## src/rtl/cc_display_scan.sv

```systemverilog
// cc_display_scan: multiplexed 6-digit seven-segment driver for the CC clock core.
// One digit is lit per SCAN_DIV-cycle slot. All digits plus the alarm flag and the
// blink phase are captured once per frame, so one frame never shows two different times.
module cc_display_scan #(
    parameter int SCAN_DIV     = 4,
    parameter int BLINK_FRAMES = 8,
    parameter int COMMON_ANODE = 0
) (
    input  logic       clk,
    input  logic       reset,
    input  logic       H1,
    input  logic [3:0] H2,
    input  logic [2:0] M1,
    input  logic [3:0] M2,
    input  logic [2:0] S1,
    input  logic [3:0] S2,
    input  logic       led_alarm,
    input  logic       blank_lz,
    output logic [6:0] seg,
    output logic       dp,
    output logic [5:0] an,
    output logic       frame_start
);

    localparam int PW = $clog2(SCAN_DIV);
    localparam int BW = (BLINK_FRAMES > 1) ? $clog2(BLINK_FRAMES) : 1;
    localparam logic [PW-1:0] PRE_LAST   = PW'(SCAN_DIV - 1);
    localparam logic [BW-1:0] BLINK_LAST = BW'(BLINK_FRAMES - 1);
    localparam logic          INV        = (COMMON_ANODE != 0);

    // Everything one frame needs. phase is the blink phase in force for that frame.
    typedef struct packed {
        logic       h1;
        logic [3:0] h2;
        logic [2:0] m1;
        logic [3:0] m2;
        logic [2:0] s1;
        logic [3:0] s2;
        logic       alarm;
        logic       phase;
    } snap_t;

    logic [PW-1:0] pre_q, pre_d;
    logic [2:0]    idx_q, idx_d;
    snap_t         snap_q, snap_d;
    logic [BW-1:0] blink_cnt_q, blink_cnt_d;
    logic          phase_q, phase_d;
    logic [6:0]    seg_q, seg_d;
    logic          dp_q, dp_d;
    logic [5:0]    an_q, an_d;
    logic          frame_start_q, frame_start_d;

    logic          load;
    snap_t         cur;
    logic [3:0]    digit;
    logic          blank;

    function automatic logic [6:0] seg_decode(input logic [3:0] v);
        case (v)
            4'd0:    return 7'h3F;
            4'd1:    return 7'h06;
            4'd2:    return 7'h5B;
            4'd3:    return 7'h4F;
            4'd4:    return 7'h66;
            4'd5:    return 7'h6D;
            4'd6:    return 7'h7D;
            4'd7:    return 7'h07;
            4'd8:    return 7'h7F;
            4'd9:    return 7'h6F;
            default: return 7'h40;  // non-BCD shows a dash
        endcase
    endfunction

    // Scan timing, frame snapshot and blink phase bookkeeping.
    always_comb begin
        load          = (pre_q == '0) && (idx_q == 3'd0);
        pre_d         = (pre_q == PRE_LAST) ? '0 : pre_q + PW'(1);
        idx_d         = idx_q;
        if (pre_q == PRE_LAST)
            idx_d = (idx_q == 3'd5) ? 3'd0 : idx_q + 3'd1;

        snap_d        = snap_q;
        if (load)
            snap_d = '{h1: H1, h2: H2, m1: M1, m2: M2, s1: S1, s2: S2,
                       alarm: led_alarm, phase: phase_q};
        // In the load cycle snap_d already holds the live inputs, so slot 0 of a new
        // frame shows new data without waiting a cycle for the snapshot register.
        cur           = snap_d;

        blink_cnt_d   = blink_cnt_q;
        phase_d       = phase_q;
        if (load) begin
            if (blink_cnt_q == BLINK_LAST) begin
                blink_cnt_d = '0;
                phase_d     = ~phase_q;
            end else begin
                blink_cnt_d = blink_cnt_q + BW'(1);
            end
        end

        frame_start_d = load;
    end

    // Digit select, decode and blanking for the slot currently selected.
    always_comb begin
        case (idx_q)
            3'd0:    digit = {3'b000, cur.h1};
            3'd1:    digit = cur.h2;
            3'd2:    digit = {1'b0, cur.m1};
            3'd3:    digit = cur.m2;
            3'd4:    digit = {1'b0, cur.s1};
            default: digit = cur.s2;
        endcase

        blank = (cur.alarm && cur.phase) ||
                ((idx_q == 3'd0) && blank_lz && !cur.h1);

        an_d  = '0;
        seg_d = '0;
        dp_d  = 1'b0;
        if (!blank) begin
            an_d  = 6'b000001 << idx_q;
            seg_d = seg_decode(digit);
            dp_d  = (idx_q == 3'd1) || (idx_q == 3'd3);
        end
    end

    // State and output registers; outputs are held in active-high form.
    always_ff @(posedge clk or posedge reset) begin
        if (reset) begin
            pre_q         <= '0;
            idx_q         <= '0;
            snap_q        <= '0;
            blink_cnt_q   <= '0;
            phase_q       <= 1'b0;
            seg_q         <= '0;
            dp_q          <= 1'b0;
            an_q          <= '0;
            frame_start_q <= 1'b0;
        end else begin
            pre_q         <= pre_d;
            idx_q         <= idx_d;
            snap_q        <= snap_d;
            blink_cnt_q   <= blink_cnt_d;
            phase_q       <= phase_d;
            seg_q         <= seg_d;
            dp_q          <= dp_d;
            an_q          <= an_d;
            frame_start_q <= frame_start_d;
        end
    end

    // Polarity applied last so reset leaves the pins at their inactive level.
    assign seg         = seg_q ^ {7{INV}};
    assign dp          = dp_q ^ INV;
    assign an          = an_q ^ {6{INV}};
    assign frame_start = frame_start_q;

endmodule

```

## config.mk

```make
export PLATFORM = sky130hd
export DESIGN_NAME = cc_display_scan
export DESIGN_NICKNAME = d
export VERILOG_FILES = /design/src/rtl/cc_display_scan.sv
export SDC_FILE = /design/constraint.sdc
export NUM_CORES = 1
export LEC_CHECK = 0
export CORE_MARGIN = 8
export CORE_UTILIZATION = 47
export DETAILED_ROUTE_END_ITERATION = 8
export PLACE_DENSITY = 0.81
export SLEW_MARGIN = 30
export SYNTH_ARGS = -nofsm -noshare
export SYNTH_HDL_FRONTEND = slang
export SYNTH_SLANG_ARGS = --single-unit
```

## constraint.sdc

```tcl
create_clock -name clk -period 2.5 [get_ports clk]
set_clock_uncertainty 0.1 [all_clocks]
set_input_delay 0.5 -clock clk [delete_from_list [all_inputs] [get_ports clk]]
set_output_delay 0.5 -clock clk [all_outputs]
set_load 0.01 [all_outputs]
```

# Word-level counts from Yosys, hierarchy flattened
# Memory sizes are Yosys's and may differ from the RTL's.
# Cells that the tools add are included.
# classes
n_reduce_logical,10
mux,8
n_eq_ne,7
bitwise,1
add_sub_neg,3
shifts,1
# ops
op,count
$mux W21,1
$pmux W4 S5,1
$eq A3 B3 Y1 const B,3
$mux W7,1
$add A3 B1 Y3 const B,2
$eq A3 B2 Y1 const B,2
$mux W3,2
$mux W6,1
$shl A1 B3 Y6 const A,1
$logic_and A1 B1 Y1,4
$eq A3 B1 Y1 const B,1
$logic_not A3 Y1,1
$add A2 B1 Y2 const B,1
$eq A2 B2 Y1 const B,1
$logic_not A2 Y1,1
$logic_or A1 B1 Y1,2
$mux W2,1
$reduce_and A2 Y1,1
$logic_not A1 Y1,1
$mux W1,1
$not A1 Y1,1
# totals
rom_bits,112
wordCells,47
mem_count,1
output_inout_bits,15
in_bits,23
reg_bits,45
# memory_table
name,depth,width,read_ports,rd_clocked_by_memory_dff,write_ports,line_no,text
(name not given),16,7,1,0,0,59,case (v)

# Depth between registers and ports, before layout
# depth
ltp_word,7
depth_mapped,14
mapped_depth_nobuf,12

# Least setup slack after synthesis
# OpenSTA, ideal clock, no wires.
# synth_path
kind,register -> register
from,register idx_q[2]
to,register seg_q[6] (netlist: seg[6])
n_path_buf,2
setup_slack_ns,-0.063
t_arrival_ns,2.390
period_less_slack_ns,2.563
setup_time_ns,0.073
stages_incl_launch_ff,12
required_time_ns,2.327
path_cell_list,dfrtp_1 > clkbuf_1 > inv_1 > ha_1 > clkbuf_4 > a21o_1 > o22ai_1 > and2_1 > inv_1 > ha_1 > mux2_2 > a21oi_2
# synth_between
elab_chain_cells,7
word_cells_on_any_way,15
classes_between,4 x eq/ne; 3 x mux; 7 x reduce/logical; 1 x memory
# synth_lines
element,line_no,text
from (decl),44,"logic [2:0] idx_q, idx_d;"
from (signal assigned),142,idx_q <= idx_d;
"parallel branches: the longest is 6 deep, another holds $mem_v2 Z16 W7",n/a,
$mux W7 *,121,if (!blank) begin
via seg_d[6],48,"logic [6:0] seg_q, seg_d;"
to (signal assigned),146,seg_q <= seg_d;
to (decl),48,
# Mark *: on every way through the listed nets, which the timed path passes.
# A chain may end at the register's enable or synchronous reset.

# Worst setup path in the final report
# layout_path
from,register pre_q[1]
to,register seg_q[0] (netlist: seg[0])
# layout_between
elab_chain_cells,7
word_cells_on_any_way,10
classes_between,3 x mux; 6 x reduce/logical; 1 x memory
# layout_lines
element,line_no,text
from (decl),43,"logic [PW-1:0] pre_q, pre_d;"
from (signal assigned),141,pre_q <= pre_d;
$logic_not A2 Y1 *,76,load = (pre_q == '0) && (idx_q == 3'd0);
$logic_and A1 B1 Y1 *,76,
$mux W21 *,83,if (load)
"parallel branches: the longest is 3 deep, another holds $mem_v2 Z16 W7",n/a,
$mux W7 *,121,
via seg_d[0],48,
# Marks and branches as above.

==> flow_metrics.tcl <==
set metrics [dict create \
    status "complete, but fails checks" \
    violations "negative setup slack" \
    cts.clk_slew.worst_paths_ns 0.09 \
    critPathLaunchType "register" \
    final_common_cell "dfrtp_1" \
    peakVddDrop_uv 441 \
    hold_viol 0 \
    dieHeight_um 83.8 \
    nets 275 \
    gr-total-overflow 0 \
    worstMarginPinSlew_ns 0.684 \
    synth-edff-count 0 \
    post-route-period-util 1.00 \
    gp_congestion 0.804 \
    drive_gt1_frac 0.346 \
    track_usage 0.137 \
    arrival_ns 2.63 \
    cts_tree "done" \
    finalWorstSetupSlack_ns -0.00274 \
    power.leakage_nw 1.31 \
    initial_utilization 0.493 \
    firstDrtPassIters 4 \
    io_buffer_count 37 \
    grt_pass1_vias 1609 \
    busiest_layer "met2" \
    die_x_um 83.8 \
    grt_use_met3 0.0518 \
    cp_data_required_time_ns 2.63 \
    critPathCaptureType "register" \
    placed_area_sq_um 2710 \
    worstHoldPathType "register to register" \
    async_reset_ff_frac 1.00 \
    synth_seq_cells 45 \
    postLayoutCellArea_sq_um 3020 \
    synthCells 179 \
    final_antenna_net_count 0 \
    relSlewSlack 0.544 \
    critPathKind "register to register" \
    rsz0062_at_grt "true" \
    vias 1567 \
    synth_area_sq_um 2160 \
    tns_ns -0.00377 \
    fmaxAchievable_ghz 0.400 \
    yosysWarnings 0 \
    grt_use_met2 0.210 \
    power-per-cell-area_nw_per_um2 505 \
    drv_cap 0 \
    cts_max_path_buffers 2 \
    grt_pass1_wl_um 7830 \
    area_growth_pct 39.7 \
    cts_root_buffer "clkbuf_8" \
    drt_wl_total_um 4690 \
    core_area_sq_um 4380 \
    grt_max_degree 46 \
    post_drt_via_cell_ratio 5.31 \
    use_met1 0.163 \
    syn_nets 212 \
    cts_buffers 5 \
    io_pins 38 \
    post-route-drc-count 0 \
    period_minus_slack_ns 2.50 \
    synth.avg_cell_area_sq_um 12.1 \
    total_power_mw 1.52 \
    cp_max_fo 5 \
    synthFlopType "dfrtp_1" \
    dieArea_sq_um 7020 \
    slew_violations 0 \
    insertion_delay_ns 0.30 \
    drtIter0Drc 113 \
    cts_sinks 45 \
    rows 24 \
    htree_num_levels 2 \
    fin_util 0.688 \
    final_cell_mix "45 x dfrtp_1, 37 x clkdlybuf4s50_1, 26 x buf_4, 18 x mux2_2, 13 x nand2_1" \
    antenna_found_initial 0 \
    yosysSeqAreaShare 0.521 \
    finalSetupViolations 2 \
    dp_hpwl_um 3230 \
    wl_per_cell_um 15.9 \
    synth.distinct_cells 43 \
    n_antenna_cell 0 \
]
==> metrics by stage <==
| stage | hold WS [ns] | setup WS (ns) | std cells |
|---|---|---|---|
| global placement | 0.363 | -0.0542 | 280 |
| CTS | 0.392 | 0.00269 | 291 |
| finish | 0.383 | -0.00274 | 295 |
| global route | 0.420 | -0.156 | 295 |
| detailed placement | 0.377 | -0.101 | 280 |
| floorplan | 0.324 | 0.00818 | 179 |
==> layer usage <==
metal	vias up	part of all wire
li1	751	-
met1	763	0.44
met2	42	0.48
met3	11	0.055
met4	0	0.022
met5	-	0
==> registers in the layout, indices dropped and copies added, names as in the netlist <==
| signal | cells |
|---|---|
| blink_cnt_q | 3 |
| pre_q | 2 |
| frame_start | 1 |
| idx_q | 3 |
| an | 6 |
| phase_q | 1 |
| snap_q | 21 |
| dp | 1 |
| seg | 7 |
==> critical path, cell delays in order (launching register included) <==
cell and delay (ns):
dfrtp_1 0.41, inv_2 0.08, ha_4 0.14, nor4b_4 0.21
buf_4 0.17, buf_6 0.13, mux2_4 0.32, a32oi_4 0.30
buf_4 0.18, mux2i_1 0.18, nand2_1 0.07, a21oi_1 0.14
==> logic make-up (layout without fill, tap and decap cells) <==
kind of cell,after synthesis,after routing,synth area share
flip-flops,45,45,0.521
AND/OR/NAND/NOR,41,41,0.0997
multiplexers,30,30,0.156
AO/OA/AOI/OAI,29,29,0.106
buffers and inverters,22,86,0.0504
adder cells (fa/ha/maj),10,10,0.0579
XOR/XNOR,2,2,0.00811
==> path summary, 6_finish.rpt <==
path	end	slack [ns]	cells after the start	from
max	seg[0]$_DFF_PP0_	-0.003	11	pre_q[1]$_DFF_PP0_
min	phase_q$_DFFE_PP0P_	0.38	1	phase_q$_DFFE_PP0P_
max reg2reg	seg[0]$_DFF_PP0_	-0.003	11	pre_q[1]$_DFF_PP0_
min reg2reg	phase_q$_DFFE_PP0P_	0.38	1	phase_q$_DFFE_PP0P_
max in group asynchronous	snap_q[16]$_DFF_PP0_	1.38	3	reset
min in group asynchronous	an[5]$_DFF_PP0_	0.54	3	reset
==> power by group <==
part	leakage (nW)	internal [mW]	total, mW	switching (mW)
clock	0.0681	0.397	0.642	0.246
combinational	0.693	0.0713	0.121	0.0499
sequential	0.545	0.750	0.760	0.0100
total	1.31	1.22	1.52	0.306
==> Yosys cell counts, types with 3 or more instances <==
master | number | share of area
ha_1 | 10 | 0.058
inv_1 | 12 | 0.021
nor2_1 | 9 | 0.016
nand2_1 | 14 | 0.024
a21oi_1 | 8 | 0.019
nand3b_1 | 3 | 0.010
nand3_1 | 4 | 0.0093
mux2i_1 | 6 | 0.028
clkbuf_1 | 3 | 0.0052
dfrtp_1 | 45 | 0.52
buf_2 | 3 | 0.0070
mux2_2 | 22 | 0.11
==> cell type report <==
class,instances,area [sq um]
clock buffers,5,68.8
clock inverters,3,65.1
fillers,312,1370
inverters,12,45.0
multi-input cells,112,1040
flip-flops and latches,45,1130
well taps,52,65.1
repair buffers,66,608
==> timing repair <==
item / 4_1_cts / 5_1_grt
buffers inserted: 3 / 4
pin swaps: 2 / 8
hold buffers: 0 / 0
setup endpoints to repair: 6 / 7
resized for setup: 13 / 18
gates cloned: 0 / 0
Note: power is estimated with default switching activity, not from simulation.
==> edit 1: new RTL, config.mk and constraints unchanged <==
The parameter `BLINK_FRAMES` goes from 8 to 4.
--- a/src/rtl/cc_display_scan.sv
+++ b/src/rtl/cc_display_scan.sv
@@ -5,3 +5,3 @@
     parameter int SCAN_DIV     = 4,
-    parameter int BLINK_FRAMES = 8,
+    parameter int BLINK_FRAMES = 4,
     parameter int COMMON_ANODE = 0
Formal check against the unedited RTL: no difference found for any inputs over 10 cycles, from zero or initial values and one cycle with reset high; that may be too few to reach the edited logic, so the function may still have changed.
==> edit 1 against the original RTL <==
- the flow still finishes with violations (setup timing)
- design area up 2.9%
- area after synthesis is 0.35% lower
- power fell by 12%
- core utilization rose by 2.0 points
- wire length increased by 5.3%
- sequential power down 2%
- clock power shrank 27%
- first-iteration DRC count down 40%
- worst setup slack got worse by 280 ps
- maximum frequency shrank 10%
- die area is 0.29% lower
- global-route usage rose by 0.60 points
- sequential cell count decreased by 1
- critical path type unchanged
- highest routed layer unchanged
==> edit 1: results (changes against the original RTL) <==
Status
  – Status: complete, but fails checks
  – Failing checks: setup timing

Logic synthesis
  – Multiplexer share of the synthesized area: 13.4% (-2.2 points)
  – Synth Area in Compound Gates: 9.83% (-0.78 points)
  – Part of the Yosys area used for sequential elements: 51.2% (-0.98 points)
  – Top post-synthesis cells by count: dfrtp_1 (44), mux2_2 (19), inv_1 (16), nand2_1 (13), ha_1 (9)
  – Post-Synthesis Mean Instance Area: 11.7 µm² (-3.1%)
  – Synth unique cells: 44 (+2.3%)
  – Total nets after synthesis: 216 (+1.9%)
  – Post-synthesis adder-cell area fraction: 5.70% (-0.096 points)
  – XOR/XNOR Fraction of Synth Area: 0.814% (+0.0028 points)
  – Synth area leaders: dfrtp_1 (51%), mux2_2 (9.9%), ha_1 (5.2%)

Place
  – DP Cell Count: 301 (+7.5%)
  – Cell area after placement: 2850 µm² (+5.2%)
  – Final Wtd Congestion: 0.869 (+8.1%)
  – Post-DP HPWL: 3550 µm (+9.9%)
  – Worst setup slack after placement: -354 ps (-252 ps)

Routing
  – Routed wl met2: 2460 µm (+9.2%)
  – DRT iter0 DRCs: 68 (-40%)
  – Wire length on met3: 237 µm (-8.8%)
  – WL/cell: 15.8 µm (-0.78%)
  – Vias per Instance: 5.33 (+0.32%)
  – Detailed Route WL: 4930 µm (+5.3%)

Setup path
  – R2R Path End: seg[5]$_DFF_PP0_
  – Crit Reg-Reg Startpoint: pre_q[0]$_DFF_PP0_
  – Crit path DAT: 2920 ps (+290 ps)
  – Worst Path Max Fanout: 4 (-1)
  – Reg2reg path depth: 12 (+1)

Global routing
  – Met3 Usage GRT: 4.39% (-0.78 points)
  – Overall routing resource usage: 14.3% (+0.60 points)
  – GR met1 Demand/Resource: 16.3% (+0.038 points)
  – First-pass GRT wire length: 8230 µm (+5.1%)
  – Global-route track usage on met2: 23.9% (+2.9 points)
  – Vias in the first global route: 1714 (+6.5%)

Pwr
  – Maximum VDD drop: 0.385 mV (-13%)
  – Leakage power: 1.35 nW (+3.6%)

Final layout
  – Fillcell total: 303 (-2.9%)
  – Layout cells sized above 1: 35.6% (+1.1 points)
  – Final #Nets: 292 (+6.2%)
  – ANT cells: 0 (unchanged)

Timing
  – Final-report setup violation count: 7 (+5)
  – Min setup slack post-route: -285 ps (-282 ps)
==> edit 1: worst min-delay path by stage <==
stage | endpoint | slack (ps) | depth (start not counted)
2_1_floorplan | pre_q[0]$_DFF_PP0_ | 330 | 1
3_3_place_gp | snap_q[10]$_DFF_PP0_ | 380 | 1
3_5_place_dp | phase_q$_DFFE_PP0P_ | 390 | 1
4_1_cts | phase_q$_DFFE_PP0P_ | 410 | 1
5_1_grt | snap_q[19]$_DFF_PP0_ | 430 | 1
6_report | phase_q$_DFFE_PP0P_ | 400 | 1
==> edit 1: worst max-delay path: stages, from the launching register on <==
cell and delay (ps):
dfrtp_1 400, inv_2 80, ha_4 150, nor4b_4 260
mux2_4 350, a2111o_1 400, and2_4 180, inv_4 60
ha_4 120, inv_2 30, and4_1 130, or3_1 330
o22ai_1 120
==> edit 1: final cells by class <==
type                       instances  share of cell area (%)
multi-input combinational        118                    34.9
clock inverter                     1                   0.242
timing repair buffer              75                    22.5
clock buffer                       7                    2.78
inverter                          16                    2.01
tap                               52                    2.10
sequential                        44                    35.5
==> edit 1: power breakdown <==
group	total [mW]	switching (mW)	leakage, nW	internal, mW
Clock	0.468	0.243	0.0445	0.225
Combinational	0.129	0.0512	0.778	0.0773
Sequential	0.745	0.0106	0.531	0.734
==> edit 1: cells by family after synthesis <==
kind of cell,after synthesis
simple gates,56
flops,44
mux,26
compound gates,24
buf+inv,22
fa+ha+maj,10
xor+xnor,2
==> edit 1: metrics by stage <==
step	util, %	TNS (ps)
2_1_floorplan	-	-216
3_3_place_gp	64.9	-1390
3_5_place_dp	64.9	-1550
4_1_cts	68.1	-590
5_1_grt	70.8	-1710
6_report	70.8	-1140
==> edit 1: repair_timing <==
action                     CTS  global route
gates resized for setup      9            22
pin swaps                    7             9
setup buffers                2             5
setup endpoints to repair    7             7
==> edit 2: new RTL, same flow settings <==
Without the edit above. Make the reset (`reset`) synchronous in one clocked block.
--- a/src/rtl/cc_display_scan.sv
+++ b/src/rtl/cc_display_scan.sv
@@ -128,3 +128,3 @@
     // State and output registers; outputs are held in active-high form.
-    always_ff @(posedge clk or posedge reset) begin
+    always_ff @(posedge clk) begin
         if (reset) begin
Function: differs if reset is asserted again (counterexample within 4 cycles, from zero or initial values and one cycle with reset high); with reset held inactive, the same outputs for 10 cycles.
==> edit 2 against the original RTL <==
- sequential cell count is the same
- non-clock buffer count grew 2
- largest cell class is now multi-input gates
- via count grew 17%
- wire length grew 3.6%
- critical endpoint is now seg[5]$_SDFF_PP0_
- worst setup slack gained 80 ps
- design area shrank 5.1%
- core utilization grew 1.7 points
- critical path type unchanged
- area after synthesis shrank 7.1%
Power is not compared: it rests on default switching activity, and its combinational part moved more than twofold at a synthesized area within 25%.
==> edit 2: results (changes against the original RTL) <==
Status
  – Status: completed

Timing
  – Fin crit period: 2420 ps (-80.3 ps)

Setup path
  – Reg-to-reg slack, setup: 80 ps (+80 ps)
  – Crit path DAT: 2560 ps (-70 ps)
  – Crit Reg-Reg Startpoint: pre_q[1]$_SDFF_PP0_
  – Critical path's slowest cell: or3_1

Final layout
  – Count of non-CTS buffers in the layout: 68 (+3.0%)
  – Reg area: 906 µm² (-20%)
  – Fillcell total: 302 (-3.2%)
  – Multi-input comb cells: 168 (+50%)
  – Inverters, non-clock: 9 (-3)
  – Final Non-Filler Cells: 348 (+18%)

Routing
  – Met1 wire length: 2120 µm (+2.4%)
  – Detailed Route WL: 4850 µm (+3.6%)
  – DRT iter0 DRCs: 79 (-30%)

Place
  – Post-DP HPWL: 3380 µm (+4.6%)
  – DP Cell Count: 336 (+20%)

Hold path
  – Hold wc startpoint: snap_q[8]$_SDFF_PP0_
  – Hold worst-path end: snap_q[8]$_SDFF_PP0_
  – Cell depth of the worst hold path: 2 (+1)

Logic synthesis
  – Top post-synthesis cells by count: nand2_1 (52), dfxtp_1 (45), a21oi_1 (27), nor2_1 (21), ha_1 (11)
  – Total nets after synthesis: 270 (+27%)
  – Part of the Yosys area used for sequential elements: 44.9% (-7.2 points)
  – Post-Synthesis Mean Instance Area: 8.50 µm² (-30%)

Global routing
  – Vias in the first global route: 1680 (+4.4%)
  – Largest net degree at the start of global routing: 32 (-30%)
[edit 2: cell types whose count changed in the layout (fill, tap and decap cells not counted), moves of 5 or more]
cell,change
nor2_1,+13
dfxtp_1,+41
a21oi_1,+19
dfrtp_1,-45
nand2_1,+39
and3_1,+6
mux2_2,-18
mux2_4,-5
[edit 2: timing repair]
action | CTS | global route
gates resized for setup | 3 | 32
pin swaps | 0 | 13
setup endpoints to repair | 4 | 6
buffers inserted | 0 | 4
[edit 2: cells by family (layout without fill, tap and decap cells)]
family | Yosys count | in the layout | synth area share [%]
flops | 45 | 45 | 44.9
buf+inv | 23 | 85 | 5.24
compound gates | 49 | 49 | 16.0
fa+ha+maj | 11 | 11 | 6.86
xor+xnor | 2 | 2 | 0.874
simple gates | 97 | 97 | 21.4
mux | 9 | 9 | 4.74
[edit 2: routing by layer]
layer  track usage (%)  up-vias
li1                  -      926
met1              16.8      845
met2              22.9       56
met3              3.31       11
met4              5.71        0
met5                 0        -
